==> src/rtl/lbm_pkg.sv <==
// lbm_pkg: shared types and defaults for the lattice streaming/collision blocks.
//   - dir_e      : distribution direction index, one BRAM per direction
//   - state_e    : frame sequencer states
//   - NUM_DIRS   : number of distribution lanes
//   - DEF_*      : default grid size
package lbm_pkg;

  localparam int NUM_DIRS    = 9;
  localparam int DEF_HPIXELS = 205;
  localparam int DEF_VPIXELS = 154;

  typedef enum logic [3:0] {
    CENTER = 4'd0,
    N      = 4'd1,
    NE     = 4'd2,
    E      = 4'd3,
    SE     = 4'd4,
    S      = 4'd5,
    SW     = 4'd6,
    W      = 4'd7,
    NW     = 4'd8
  } dir_e;

  typedef enum logic [1:0] {
    IDLE,
    SCAN,
    DRAIN
  } state_e;

endpackage

==> src/rtl/raster_counter.sv <==
// raster_counter: row-major (hor, vert) cell counter over an HPIXELS x VPIXELS grid.
// Ports:
//   clk_i   system clock
//   rst_ni  asynchronous active-low reset, counters to (0,0)
//   clr_i   synchronous clear to (0,0), has priority over en_i
//   en_i    advance one cell; hor wraps into vert, the last cell wraps to (0,0)
//   hor_o   current column
//   vert_o  current row
//   last_o  current cell is (HPIXELS-1, VPIXELS-1)
module raster_counter
  import lbm_pkg::*;
#(
  parameter int HPIXELS = DEF_HPIXELS,
  parameter int VPIXELS = DEF_VPIXELS,
  localparam int HOR_SIZE  = $clog2(HPIXELS),
  localparam int VERT_SIZE = $clog2(VPIXELS)
) (
  input  logic                 clk_i,
  input  logic                 rst_ni,
  input  logic                 clr_i,
  input  logic                 en_i,
  output logic [HOR_SIZE-1:0]  hor_o,
  output logic [VERT_SIZE-1:0] vert_o,
  output logic                 last_o
);

  logic [HOR_SIZE-1:0]  hor_q, hor_d;
  logic [VERT_SIZE-1:0] vert_q, vert_d;
  logic                 hor_end;
  logic                 vert_end;

  assign hor_end  = (hor_q == HOR_SIZE'(HPIXELS - 1));
  assign vert_end = (vert_q == VERT_SIZE'(VPIXELS - 1));

  always_comb begin
    hor_d  = hor_q;
    vert_d = vert_q;
    if (clr_i) begin
      hor_d  = '0;
      vert_d = '0;
    end else if (en_i) begin
      if (hor_end) begin
        hor_d  = '0;
        vert_d = vert_end ? '0 : vert_q + 1'b1;
      end else begin
        hor_d = hor_q + 1'b1;
      end
    end
  end

  always_ff @(posedge clk_i or negedge rst_ni) begin
    if (!rst_ni) begin
      hor_q  <= '0;
      vert_q <= '0;
    end else begin
      hor_q  <= hor_d;
      vert_q <= vert_d;
    end
  end

  assign hor_o  = hor_q;
  assign vert_o = vert_q;
  assign last_o = hor_end && vert_end;

endmodule

==> src/rtl/stream_writeback.sv <==
// stream_writeback: frame sequencer and write-side address generator for the
// lattice streaming/collision step. Raster-scans the grid, issues the center
// coordinate on all 9 lanes, and produces the write enable / row-major write
// address aligned to the collided data, into the inactive ping-pong bank.
// Ports:
//   clk_in           system clock
//   rst_in           asynchronous active-low reset
//   start_in         begin one frame (sampled only in IDLE)
//   stall_in         freeze the scan; in-flight cells keep draining
//   busy_out         high in SCAN and DRAIN, low in the done_out cycle
//   done_out         one-cycle pulse at frame completion
//   rd_valid_out     coordinate issued this cycle
//   hor_out/vert_out center coordinate replicated on all 9 lanes
//   rd_bank_out      bank being read
//   wr_en_out        write all 9 BRAMs this cycle
//   wr_addr_out      vert*HPIXELS+hor of the written cell
//   wr_bank_out      bank being written (~rd_bank_out)
//   frame_count_out  completed-frame counter, present only with FRAME_COUNT_EN
// Build option: `define FRAME_COUNT_EN adds frame_count_out.
module stream_writeback
  import lbm_pkg::*;
#(
  parameter int HPIXELS         = DEF_HPIXELS,
  parameter int VPIXELS         = DEF_VPIXELS,
  parameter int READ_LATENCY    = 3,
  parameter int COLLIDE_LATENCY = 4,
  localparam int HOR_SIZE  = $clog2(HPIXELS),
  localparam int VERT_SIZE = $clog2(VPIXELS),
  localparam int BRAM_SIZE = $clog2(HPIXELS * VPIXELS),
  localparam int TOTAL_LAT = READ_LATENCY + COLLIDE_LATENCY
) (
  input  logic                                 clk_in,
  input  logic                                 rst_in,
  input  logic                                 start_in,
  input  logic                                 stall_in,
  output logic                                 busy_out,
  output logic                                 done_out,
  output logic                                 rd_valid_out,
  output logic [NUM_DIRS-1:0][HOR_SIZE-1:0]    hor_out,
  output logic [NUM_DIRS-1:0][VERT_SIZE-1:0]   vert_out,
  output logic                                 rd_bank_out,
  output logic                                 wr_en_out,
  output logic [BRAM_SIZE-1:0]                 wr_addr_out,
  output logic                                 wr_bank_out
`ifdef FRAME_COUNT_EN
  ,
  output logic [15:0]                          frame_count_out
`endif
);

  // The registered address/enable output is the final delay stage, so the
  // tracking shift register is one shorter than TOTAL_LAT.
  localparam int unsigned SR_DEPTH = TOTAL_LAT - 1;
  localparam int unsigned SR_LAST  = SR_DEPTH - 1;

  state_e state_q, state_d;

  logic                 issue;
  logic                 done;
  logic                 cnt_clr;
  logic                 cnt_en;
  logic                 cnt_last;
  logic [HOR_SIZE-1:0]  cnt_hor;
  logic [VERT_SIZE-1:0] cnt_vert;

  logic [SR_DEPTH-1:0]  sr_valid_q;
  logic [HOR_SIZE-1:0]  sr_hor_q  [SR_DEPTH];
  logic [VERT_SIZE-1:0] sr_vert_q [SR_DEPTH];

  logic                 wr_en_q;
  logic [BRAM_SIZE-1:0] wr_addr_q, wr_addr_d;
  logic                 rd_bank_q, rd_bank_d;

  assign issue   = (state_q == SCAN) && !stall_in;
  assign cnt_clr = (state_q == IDLE) && start_in;
  // The counter stays on the last cell after it is issued so hor/vert hold
  // through DRAIN; the next start clears it.
  assign cnt_en  = issue && !cnt_last;

  raster_counter #(
    .HPIXELS (HPIXELS),
    .VPIXELS (VPIXELS)
  ) u_raster (
    .clk_i  (clk_in),
    .rst_ni (rst_in),
    .clr_i  (cnt_clr),
    .en_i   (cnt_en),
    .hor_o  (cnt_hor),
    .vert_o (cnt_vert),
    .last_o (cnt_last)
  );

  always_comb begin
    state_d = state_q;
    done    = 1'b0;
    unique case (state_q)
      IDLE:  if (start_in) state_d = SCAN;
      SCAN:  if (issue && cnt_last) state_d = DRAIN;
      DRAIN: begin
        if (!(|sr_valid_q) && !wr_en_q) begin
          state_d = IDLE;
          done    = 1'b1;
        end
      end
      default: state_d = IDLE;
    endcase
  end

  always_ff @(posedge clk_in or negedge rst_in) begin
    if (!rst_in) state_q <= IDLE;
    else         state_q <= state_d;
  end

  // Tracking pipe shifts every cycle; stall bubbles travel as invalid slots.
  always_ff @(posedge clk_in or negedge rst_in) begin
    if (!rst_in) begin
      sr_valid_q <= '0;
      for (int unsigned i = 0; i < SR_DEPTH; i++) begin
        sr_hor_q[i]  <= '0;
        sr_vert_q[i] <= '0;
      end
    end else begin
      sr_valid_q[0] <= issue;
      sr_hor_q[0]   <= cnt_hor;
      sr_vert_q[0]  <= cnt_vert;
      for (int unsigned i = 1; i < SR_DEPTH; i++) begin
        sr_valid_q[i] <= sr_valid_q[i-1];
        sr_hor_q[i]   <= sr_hor_q[i-1];
        sr_vert_q[i]  <= sr_vert_q[i-1];
      end
    end
  end

  assign wr_addr_d = BRAM_SIZE'(sr_vert_q[SR_LAST]) * BRAM_SIZE'(HPIXELS)
                   + BRAM_SIZE'(sr_hor_q[SR_LAST]);

  always_ff @(posedge clk_in or negedge rst_in) begin
    if (!rst_in) begin
      wr_en_q   <= 1'b0;
      wr_addr_q <= '0;
    end else begin
      wr_en_q   <= sr_valid_q[SR_LAST];
      wr_addr_q <= wr_addr_d;
    end
  end

  assign rd_bank_d = done ? ~rd_bank_q : rd_bank_q;

  always_ff @(posedge clk_in or negedge rst_in) begin
    if (!rst_in) rd_bank_q <= 1'b0;
    else         rd_bank_q <= rd_bank_d;
  end

`ifdef FRAME_COUNT_EN
  logic [15:0] frame_count_q, frame_count_d;

  assign frame_count_d = done ? frame_count_q + 16'd1 : frame_count_q;

  always_ff @(posedge clk_in or negedge rst_in) begin
    if (!rst_in) frame_count_q <= '0;
    else         frame_count_q <= frame_count_d;
  end

  assign frame_count_out = frame_count_q;
`endif

  assign busy_out     = (state_q == SCAN) || ((state_q == DRAIN) && !done);
  assign done_out     = done;
  assign rd_valid_out = issue;
  assign hor_out      = {NUM_DIRS{cnt_hor}};
  assign vert_out     = {NUM_DIRS{cnt_vert}};
  assign rd_bank_out  = rd_bank_q;
  assign wr_bank_out  = ~rd_bank_q;
  assign wr_en_out    = wr_en_q;
  assign wr_addr_out  = wr_addr_q;

endmodule
==> config.mk <==
export PLATFORM = sky130hd
export DESIGN_NAME = stream_writeback
export DESIGN_NICKNAME = d
export VERILOG_FILES = /design/src/rtl/lbm_pkg.sv /design/src/rtl/raster_counter.sv /design/src/rtl/stream_writeback.sv
export SDC_FILE = /design/constraint.sdc
export NUM_CORES = 1
export LEC_CHECK = 0
export CAP_MARGIN = 20
export CORE_ASPECT_RATIO = 1.75
export CORE_MARGIN = 4
export CORE_UTILIZATION = 53
export CTS_CLUSTER_DIAMETER = 30
export CTS_CLUSTER_SIZE = 25
export DETAILED_ROUTE_END_ITERATION = 12
export PLACE_DENSITY = 0.93
export SLEW_MARGIN = 20
export SYNTH_ARGS = -nofsm -noshare
export SYNTH_HDL_FRONTEND = slang
export SYNTH_SLANG_ARGS = --single-unit
==> constraint.sdc <==
create_clock -name clk_in -period 8.73 [get_ports clk_in]
set_input_delay 1.746 -clock clk_in [delete_from_list [all_inputs] [get_ports clk_in]]
set_output_delay 1.746 -clock clk_in [all_outputs]
set_load 0.02 [all_outputs]
# After elaboration in Yosys (flattened, before gate mapping)
# Cells that the tools add are included.
dict set report word_totals {
  register_bits 137
  inputBits 4
  out_inout_bits 165
  elab_cells 63
}
dict set report op_classes {
  addsub 3
  multipliers 1
  eq_ne 7
  n_mux 13
  bitwise_logic 1
  reduce_logical 19
}
# cell n
set ops {}
lappend ops {{$mux W8} 7}
lappend ops {{$add A8 B1 Y8 const B} 2}
lappend ops {{$eq A8 B8 Y1 const B} 2}
lappend ops {{$add A15 B8 Y15} 1}
lappend ops {{$mul A8 B8 Y15 const B} 1}
lappend ops {{$logic_and A1 B1 Y1} 7}
lappend ops {{$mux W2} 3}
lappend ops {{$pmux W2 S3} 1}
lappend ops {{$reduce_or A6 Y1} 1}
lappend ops {{$logic_not A1 Y1} 5}
lappend ops {{$ne A2 B2 Y1 const B} 2}
lappend ops {{$reduce_bool A2 Y1} 2}
lappend ops {{$reduce_and A3 Y1} 1}
lappend ops {{$eq A2 B1 Y1 const B} 1}
lappend ops {{$eq A2 B2 Y1 const B} 1}
lappend ops {{$logic_not A2 Y1} 1}
lappend ops {{$mux W1} 2}
lappend ops {{$ne A2 B1 Y1 const B} 1}
lappend ops {{$reduce_and A2 Y1} 1}
lappend ops {{$logic_or A1 B1 Y1} 1}
lappend ops {{$not A1 Y1} 1}

# Depth between registers and ports, before layout
dict set report depth {
  ltp_word 8
  ltp_mapped 15
  ltp_nobuf 14
}

# Hierarchy
# From an unflattened synthesis, not the netlist that was laid out.
dict set report unflattened {
  cells_unflattened 534
  hier_area_um2 6588.8
}
# module n_inst cells_per_inst area_per_inst_um2 seq_area_each_um2
set modules_own_cells {}
lappend modules_own_cells {stream_writeback 1 434 5615.4 3027.9}
lappend modules_own_cells {raster_counter 1 100 973.4 400.4}

# Least setup slack after synthesis
# OpenSTA, ideal clock, no wires.
dict set report synth_timing {
  path_type {input-to-output}
  start {in stall_in}
  end {out rd_valid_out}
  arrival_time_ps 2186
  required_time_ps 6984
  path_slack_ps 4798
  stages 2
  n_path_buf 0
  cell_sequence {or3_4 > clkinv_4}
}
dict set report synth_via {
  elab_chain_cells 2
}
# element line_no
set synth_rtl {}
lappend synth_rtl {{start, declared} stream_writeback.sv:35} ;# input logic stall_in,
lappend synth_rtl {{$logic_not A1 Y1} stream_writeback.sv:74} ;# assign issue = (state_q == SCAN) && !stall_in;
lappend synth_rtl {{$logic_and A1 B1 Y1} stream_writeback.sv:74}
lappend synth_rtl {{end, declared} stream_writeback.sv:38} ;# output logic rd_valid_out,
# No other way between the ends.

# Worst setup path in the final report
# Ends and elaborated chain as after synthesis.

==> results.toml <==
[floorplan]
core_region_area_sq_mm = 0.0121
die_area_sq_mm = 0.0144
fp.dieH_um = 156
ios = 169
row_count = 53
die_w_um = 92.5
initial_utilization_pct = 54.6

[worst_setup_path]
cp-start-kind = "input pin"
critPathArrivalTime_ns = 3.32
slowest_delay_ns = 0.61
path_delay_family = "buffers and inverters"
crit_type = "in -> out"
cp-end-kind = "output pin"
crit_chain = "clkdlybuf4s50_1 -> or3_4 -> clkinv_4 -> clkdlybuf4s50_1"
worst-path-buf-inv = 3
cp_common_cell = "clkdlybuf4s50_1"
slowest_stage = "clkdlybuf4s50_1"
worst-path-max-fanout = 11
crit_required_ns = 6.98

[placement]
gp_congestion = 0.874
hpwl_mm = 8.93
io_buffers = 168

[power]
p_sw_mw = 0.710
p_comb_share_pct = 30.5
clkPwrFrac_pct = 31.3
p_seq_share_pct = 38.2
powerDensity_mw_per_mm2 = 276
ir_drop_mv = 0.239
leakagePower_nw = 3.98
p_int_mw = 1.53
switching_share_pct = 31.7

[clocking]
clock-sinks = 137
cts_tree = "done"
cts_resized = 0
post_cts_buffers = 0
cts_buffers = 17
clock_latency_ns = 0.40
cts_max_level = 4
cts-root-buf = "clkbuf_16"
path_clk_slew_ns = 0.05
cts_hold_buf = 0
clockBufferDepth = 2

[logic_synthesis]
synth_area_sq_mm = 0.00662
synth_ff_type = "dfrtp_1"
synthArstFlopShare_pct = 100
synth.distinct_cells = 46
ys_ff_latch = 137
yosysWarnings = 0
avgSynthCellArea_sq_um = 12.2
synth_nets = 621
synth_edf_count = 0
netlist_instances = 543
yosysSeqAreaShare_pct = 51.8

[sta]
drv_slew = 0
min_period_ns = 5.07
worstMarginPinSlew_ns = 0.837
rsz0062_at_grt = "no"
max_freq_mhz = 197
fin_crit_sh_pct = 58.0
tns_ns = 0
hold_viol = 0
clock_skew_ns = 0.00629
whs_ns = 0.343
setup_violations = 0
max_slew_margin_pct = 44.2

[route]
drc = 0
ant_nets = 0
vias = 3959
wl_per_cell_um = 17.1
wl_mm = 13.2
via_per_inst = 5.11
firstDrtPassIters = 5
drt_iter0_drc = 226

[grt]
antenna_found_initial = 0
grt_max_degree = 72
first_global_vias = 4507
grt_pass1_wl_mm = 21.8
track_usage_pct = 19.6
grt-ovfl-total = 0

[final_layout]
nFillCells = 772
drive_above_1_share_pct = 6.39
area_growth_pct = 22.5
final_nets = 676
final_common_cell = "clkdlybuf4s50_1"
mostFrequentLayoutCells = "clkdlybuf4s50_1 (167), dfrtp_1 (137), ha_1 (59)"
antenna_cells = 0

[status]
outcome = "finished clean"

[flow_run]
max_cap_viol_count = 0

[worst_hold_path]
hp-class = "reg -> reg"
==> layout make-up <==
type / count / area, sq um / share of cell area (%)
timing repair buffer: 169 / 1690 / 20.8
clock buffer: 24 / 492 / 6.06
clock inverter: 7 / 91.3 / 1.13
inverter: 52 / 200 / 2.47
sequential: 137 / 3430 / 42.3
tap: 165 / 206 / 2.55
multi-input combinational: 221 / 2010 / 24.7
==> cell usage after synthesis (4+ instances only) <==
library cell  number  area, sq um
a21o_1             6         45.0
nand4_1            9         56.3
fa_1              15          300
and3_1             4         25.0
buf_4            128          961
xor2_1             8         70.1
nor4_1             4         25.0
dfrtp_1          137         3430
inv_1             50          188
xnor2_1           16          140
nand2_1           10         37.5
a211oi_1           5         37.5
o21ai_0            4         20.0
ha_1              59          738
nor2_1            19         71.3
nand3_1            7         35.0
nor3_1             6         30.0
a21oi_1           13         65.1
==> sequential cells by signal, indices dropped and copies added, names as in the netlist, 2 cells and up <==
name and cells:
state_q 2, sr_hor_q 48, u_raster.vert_o 8, u_raster.hor_o 8, sr_vert_q 48, sr_valid_q 6, wr_addr_out 15
==> through the flow <==
stage               instances  utilization, %  cell area, sq um  setup slack (ns)  total power [mW]
global placement          744            62.0              7530              3.72              1.51
CTS                       775            66.8              8110              3.68              2.26
global route              775            66.8              8110              3.63              2.34
finish                    775            66.8              8110              3.66              2.24
detailed placement        744            62.0              7530              3.68              1.54
floorplan                 543               -              6620              4.80              1.33
==> final timing paths <==
check	startpoint	end	slack [ns]	cells past startpoint
max in group asynchronous	rst_in	sr_vert_q[7]$_DFF_PN0_	5.95	2
max reg2reg	sr_vert_q[1]$_DFF_PN0_	wr_addr_out[12]$_DFF_PN0_	4.69	13
max	stall_in	rd_valid_out	3.66	4
min	sr_hor_q[24]$_DFF_PN0_	sr_hor_q[16]$_DFF_PN0_	0.34	0
min in group asynchronous	rst_in	wr_addr_out[2]$_DFF_PN0_	1.43	1
min reg2reg	sr_hor_q[24]$_DFF_PN0_	sr_hor_q[16]$_DFF_PN0_	0.34	0
==> logic make-up (layout without fill, tap and decap cells) <==
group,count (synthesis),in the layout,share of synthesized area (%)
compound gates,42,42,4.19
xor+xnor,24,24,3.17
fa+ha+maj,74,74,15.7
buf+inv,185,252,17.9
flops,137,137,51.8
mux,4,4,0.623
simple gates,77,77,6.61
==> metal layers <==
layer	vias up	part of all wire [%]	routed length (um)	global-route usage, %
li1	1758	-	-	-
met3	34	5.5	728	6.23
met4	0	3.1	404	9.36
met1	1957	35	4620	19.5
met2	210	56	7460	36.2
met5	-	0	0	0
==> power groups by stage <==
stage / clock network, mW / registers (mW) / logic, mW
finish: 0.700 / 0.853 / 0.683
global route: 0.741 / 0.870 / 0.727
CTS: 0.712 / 0.856 / 0.691
detailed placement: 0 / 0.858 / 0.682
global placement: 0 / 0.847 / 0.664
floorplan: 0 / 0.875 / 0.455
Power figures use the tool's default switching activity.
